`src/rtl/led_matrix_scanner.sv`:
```
// Refresh controller for the 8x4 LED matrix. It double-buffers the column bitmaps,
// drives one column at a time with 4-bit PWM brightness, and flags each frame boundary.
module led_matrix_scanner #(
  parameter int unsigned CPU_WIDTH = 12,
  parameter int unsigned DIV_BITS  = 16
) (
  input  logic                 clock,
  input  logic                 reset,
  input  logic                 sel,
  input  logic                 write,
  input  logic [2:0]           addr,
  input  logic [CPU_WIDTH-1:0] wr_data,
  output logic [CPU_WIDTH-1:0] rd_data,
  output logic [7:0]           led_row,
  output logic [3:0]           led_column,
  output logic                 frame_tick
);

  localparam int unsigned NUM_COLS = 4;
  localparam int unsigned ROW_W    = 8;
  localparam int unsigned COL_W    = 2;
  localparam int unsigned BRIGHT_W = 4;

  localparam logic [2:0]          ADDR_CTRL   = 3'd4;
  localparam logic [2:0]          ADDR_BRIGHT = 3'd5;
  localparam logic [2:0]          ADDR_STATUS = 3'd6;
  localparam logic [COL_W-1:0]    LAST_COL    = COL_W'(NUM_COLS - 1);
  localparam logic [BRIGHT_W-1:0] BRIGHT_RST  = BRIGHT_W'(4'hF);

  typedef enum logic {
    IDLE = 1'b0,
    SCAN = 1'b1
  } scan_state_t;

  scan_state_t         state, state_nxt;
  logic [ROW_W-1:0]    back_q  [NUM_COLS];
  logic [ROW_W-1:0]    back_nxt[NUM_COLS];
  logic [ROW_W-1:0]    front_q  [NUM_COLS];
  logic [ROW_W-1:0]    front_nxt[NUM_COLS];
  logic                swap_pending_q, swap_pending_nxt;
  logic                frame_flag_q, frame_flag_nxt;
  logic [BRIGHT_W-1:0] bright_q, bright_nxt;
  logic [COL_W-1:0]    col_q, col_nxt;
  logic [DIV_BITS-1:0] cnt_q, cnt_nxt;
  logic [BRIGHT_W-1:0] phase_nxt;
  logic [ROW_W-1:0]    led_row_nxt;
  logic [NUM_COLS-1:0] led_column_nxt;
  logic                frame_tick_nxt;
  logic                wr_en;
  logic                boundary;
  logic                unused_wr_bits;

  assign wr_en          = sel & write;
  assign boundary       = (state == SCAN) && (cnt_q == '1) && (col_q == LAST_COL);
  assign unused_wr_bits = ^wr_data[CPU_WIDTH-1:ROW_W];

  // Next-state: buffer swap, register writes, scan counters, then the drive pattern
  always_comb begin
    state_nxt        = state;
    back_nxt         = back_q;
    front_nxt        = front_q;
    swap_pending_nxt = swap_pending_q;
    frame_flag_nxt   = frame_flag_q;
    bright_nxt       = bright_q;
    col_nxt          = col_q;
    cnt_nxt          = cnt_q;
    phase_nxt        = '0;
    led_row_nxt      = '0;
    led_column_nxt   = '0;
    frame_tick_nxt   = 1'b0;

    // The swap takes the pre-write BACK, and a swap request on this edge waits a frame
    if (boundary) begin
      if (swap_pending_q) begin
        front_nxt = back_q;
      end
      swap_pending_nxt = 1'b0;
    end

    if (wr_en) begin
      case (addr)
        3'd0, 3'd1, 3'd2, 3'd3: back_nxt[addr[1:0]] = wr_data[ROW_W-1:0];
        ADDR_CTRL: begin
          state_nxt = wr_data[0] ? SCAN : IDLE;
          if (wr_data[1]) begin
            swap_pending_nxt = 1'b1;
          end
        end
        ADDR_BRIGHT: bright_nxt = wr_data[BRIGHT_W-1:0];
        ADDR_STATUS: begin
          if (wr_data[0]) begin
            frame_flag_nxt = 1'b0;
          end
        end
        default: ;
      endcase
    end

    // A boundary set wins over a write-1-clear on the same edge
    if (boundary) begin
      frame_flag_nxt = 1'b1;
    end

    if ((state == SCAN) && (state_nxt == SCAN)) begin
      cnt_nxt = cnt_q + DIV_BITS'(1);
      if (cnt_q == '1) begin
        col_nxt = col_q + COL_W'(1);
      end
    end else begin
      cnt_nxt = '0;
      col_nxt = '0;
    end

    phase_nxt = cnt_nxt[DIV_BITS-1 -: BRIGHT_W];
    if (state_nxt == SCAN) begin
      frame_tick_nxt = boundary;
      if (phase_nxt <= bright_nxt) begin
        led_row_nxt    = front_nxt[col_nxt];
        led_column_nxt = NUM_COLS'(1) << col_nxt;
      end
    end
  end

  always_ff @(posedge clock) begin
    if (!reset) begin
      state          <= IDLE;
      swap_pending_q <= 1'b0;
      frame_flag_q   <= 1'b0;
      bright_q       <= BRIGHT_RST;
      col_q          <= '0;
      cnt_q          <= '0;
      led_row        <= '0;
      led_column     <= '0;
      frame_tick     <= 1'b0;
      for (int i = 0; i < NUM_COLS; i++) begin
        back_q[i]  <= '0;
        front_q[i] <= '0;
      end
    end else begin
      state          <= state_nxt;
      swap_pending_q <= swap_pending_nxt;
      frame_flag_q   <= frame_flag_nxt;
      bright_q       <= bright_nxt;
      col_q          <= col_nxt;
      cnt_q          <= cnt_nxt;
      led_row        <= led_row_nxt;
      led_column     <= led_column_nxt;
      frame_tick     <= frame_tick_nxt;
      back_q         <= back_nxt;
      front_q        <= front_nxt;
    end
  end

  // Combinational register read; the bus floats to zero when not selected
  always_comb begin
    rd_data = '0;
    if (sel) begin
      case (addr)
        3'd0, 3'd1, 3'd2, 3'd3: rd_data[ROW_W-1:0] = back_q[addr[1:0]];
        ADDR_CTRL:   rd_data[1:0] = {swap_pending_q, state == SCAN};
        ADDR_BRIGHT: rd_data[BRIGHT_W-1:0] = bright_q;
        ADDR_STATUS: rd_data[2:0] = {col_q, frame_flag_q};
        default: ;
      endcase
    end
  end

endmodule

```
`config.mk`:
```
export PLATFORM = sky130hd
export DESIGN_NAME = led_matrix_scanner
export DESIGN_NICKNAME = d
export VERILOG_FILES = /design/src/rtl/led_matrix_scanner.sv
export SDC_FILE = /design/constraint.sdc
export NUM_CORES = 1
export LEC_CHECK = 0
export CORE_MARGIN = 3
export CORE_UTILIZATION = 40
export CTS_BUF_LIST = sky130_fd_sc_hd__clkbuf_8 sky130_fd_sc_hd__clkbuf_16
export DETAILED_ROUTE_END_ITERATION = 7
export DONT_BUFFER_PORTS = 1
export PLACE_DENSITY = 0.54
export SLEW_MARGIN = 10
export SYNTH_ARGS = -nofsm -noshare
export SYNTH_HDL_FRONTEND = slang
export SYNTH_SLANG_ARGS = --single-unit
```
`constraint.sdc`:
```
create_clock -name clock -period 4.3 [get_ports clock]
set_clock_uncertainty 0.05 [all_clocks]
set_input_delay 1.075 -clock clock [delete_from_list [all_inputs] [get_ports clock]]
set_output_delay 1.075 -clock clock [all_outputs]
set_load 0.05 [all_outputs]
```
==> results.sh <==
export IMPL_fp_dieH_um=116
export IMPL_postLayoutCoreUtil=0.449
export IMPL_gp_congestion=0.756
export IMPL_netlist_top_cells_area="dfxtp_1 42%, nand2_1 7.0%, mux2i_1 6.2%"
export IMPL_cts_buffers=9
export IMPL_relSlewSlack=0.248
export IMPL_status="finished, final reports clean"
export IMPL_cp_data_arrival_time_ns=3.59
export IMPL_grt_first_pass_wirelength_mm=19.9
export IMPL_synth_cell_type_count=50
export IMPL_startpoint_type="input port"
export IMPL_fillers=1154
export IMPL_yosys_warnings=0
export IMPL_drt_met1_wl_mm=6.18
export IMPL_layout_drive_gt1_share=0.0926
export IMPL_highest_layer="met4"
export IMPL_power_uw=1850
export IMPL_cts_buffer_depth=2
export IMPL_syn_area_mm2=0.00485
export IMPL_first_pass_iters=4
export IMPL_dieArea_mm2=0.0135
export IMPL_grt_antenna_before_repair=0
export IMPL_rsz0062_at_grt="no"
export IMPL_synthFlopType="dfxtp_1"
export IMPL_post_place_ws_ns=0.576
export IMPL_multiInputGateArea_mm2=0.00259
export IMPL_ant_nets=0
export IMPL_antennaDiodeCount=0
export IMPL_core_area_mm2=0.0116
export IMPL_ctsResizeCount=0
export IMPL_yosysMostFrequentCell="dfxtp_1"
export IMPL_synth_edf_count=0
export IMPL_rows=39
export IMPL_clock_sinks=102
export IMPL_crit_path_end_kind="flop"
export IMPL_post_cts_buffers=0
export IMPL_pin_count=44
export IMPL_final_max_slew_viol_count=0
export IMPL_met2_length_mm=5.13
export IMPL_synth_seq_cells=102
export IMPL_synth_largest_area_cell="dfxtp_1"
export IMPL_powerDensity_mw_per_mm2=354
export IMPL_maxClockFrequency_mhz=295
export IMPL_syn_inst=548
export IMPL_viasPerCell=5.54
export IMPL_tightest_slew_ns=1.13
export IMPL_post_route_min_period_ns=3.39
export IMPL_route_met3_wl_um=811
export IMPL_clk_latency_ns=0.35
export IMPL_vias=3786
export IMPL_vdd_drop_max_v=0.000237
export IMPL_hold_buffers=0
export IMPL_syn_to_final_growth_pct=7.48
export IMPL_dp_hpwl_mm=8.14
export IMPL_grt_pass1_vias=3585
export IMPL_finalWirelength_mm=12.2
export IMPL_fin_setup_tns_ns=0
export IMPL_drv_cap=0
export IMPL_track_usage=0.191
export IMPL_grt_max_degree=64
export IMPL_port_buffers=0
export IMPL_gr_total_overflow=0
export IMPL_cts_root_buf="clkbuf_16"
export IMPL_cts_max_level=3
export IMPL_start_util=0.418
export IMPL_die_w_um=116
export IMPL_finalHoldWorstSlack_ns=0.399
export IMPL_cp_max_fo=16
export IMPL_nNetsFinal=560
export IMPL_ys_async_sr_fraction=0
export IMPL_drtIter0Drc=239
export IMPL_setup_viol=0
export IMPL_required_ns=4.49
export IMPL_wire_per_inst_um=17.9
export IMPL_cts_tree="built"
export IMPL_setup_ws_ns=0.905
export IMPL_leakage_uw=0.00185
export IMPL_path_class="input port to flop"
export IMPL_fin_crit_sh=0.789
export IMPL_synth_common_cells="102 x dfxtp_1, 91 x nand2_1, 59 x nor2_1"
export IMPL_ff_latch_area_mm2=0.00204
export IMPL_avgSynthCellArea_um2=8.85
export IMPL_yosysTopAreaCellShare=0.421
export IMPL_holdCritPathClass="flop to flop"
export IMPL_path_clk_slew_ns=0.07
export IMPL_drc=0
export IMPL_finalHoldViolations=0
export IMPL_yosysSeqAreaShare=0.421
per-stage QoR:
step | area [µm²] | cells
finish | 5220 | 683
global route | 5220 | 683
CTS | 5220 | 683
detailed placement | 4910 | 667
global placement | 4910 | 667
floorplan | 4860 | 551
registers in the layout, indices dropped and copies added, names as in the netlist:
register and count:
frame_tick 1, frame_flag_q 1, state 1, swap_pending_q 1
back_q 32, col_q 2, led_column 4, led_row 8
bright_q 4, front_q 32, cnt_q 16
critical path, cell delays in order:
cell and delay, ns:
nand2b_1 0.15, nor2_1 0.34, mux2i_1 0.31, ha_1 0.31
a21oi_1 0.16, nand3_1 0.10, a22oi_1 0.30, a21bo_1 0.42
a211o_1 0.29, o32ai_1 0.14
layout by cell type, fill, tap and decap left out, drive strengths merged, types with 10 or more instances in the layout:
master,Yosys,layout
mux2i,30,30
nand2,92,92
dfxtp,102,102
nand3,22,22
clkbuf,20,10
and3,31,31
buf,20,13
nor2,59,59
a211oi,29,29
a21oi,43,43
power by group:
| part | internal (µW) | switching [µW] |
|---|---|---|
| Sequential | 949 | 6.57 |
| Clock | 465 | 362 |
| Combinational | 20.6 | 42.1 |
layout make-up:
cell class | count | share of cell area
Clock inverter | 6 | 0.0118
Tap cell | 143 | 0.0343
Timing Repair Buffer | 13 | 0.0187
Multi-Input combinational cell | 407 | 0.496
Inverter | 2 | 0.00144
Sequential cell | 102 | 0.392
Clock buffer | 10 | 0.0458
final timing paths:
path              slack, ns  cells past startpoint          end        start
setup / recovery       0.91                     10   led_row[3]      addr[1]
hold / removal         0.40                      2  front_q[28]  front_q[28]
setup reg to reg       0.96                     13   led_row[3]     cnt_q[0]
hold reg to reg        0.40                      2  front_q[28]  front_q[28]
layer usage:
| metal | up-vias | GRT usage |
|---|---|---|
| met1 | 1785 | 0.289 |
| met3 | 9 | 0.0539 |
| met2 | 85 | 0.269 |
| li1 | 1907 | - |
| met4 | 0 | 0.0472 |
| met5 | - | 0 |
cells by family after synthesis:
logic type | Yosys count | synth area share
adder cells (fa/ha/maj) | 6 | 0.0155
other | 1 | 0.000773
XOR/XNOR | 15 | 0.0271
AND/OR/NAND/NOR | 242 | 0.245
AO/OA/AOI/OAI | 101 | 0.142
multiplexers | 39 | 0.101
buffers and inverters | 42 | 0.0480
flip-flops | 102 | 0.421
Note: power is estimated with default switching activity, not from simulation.
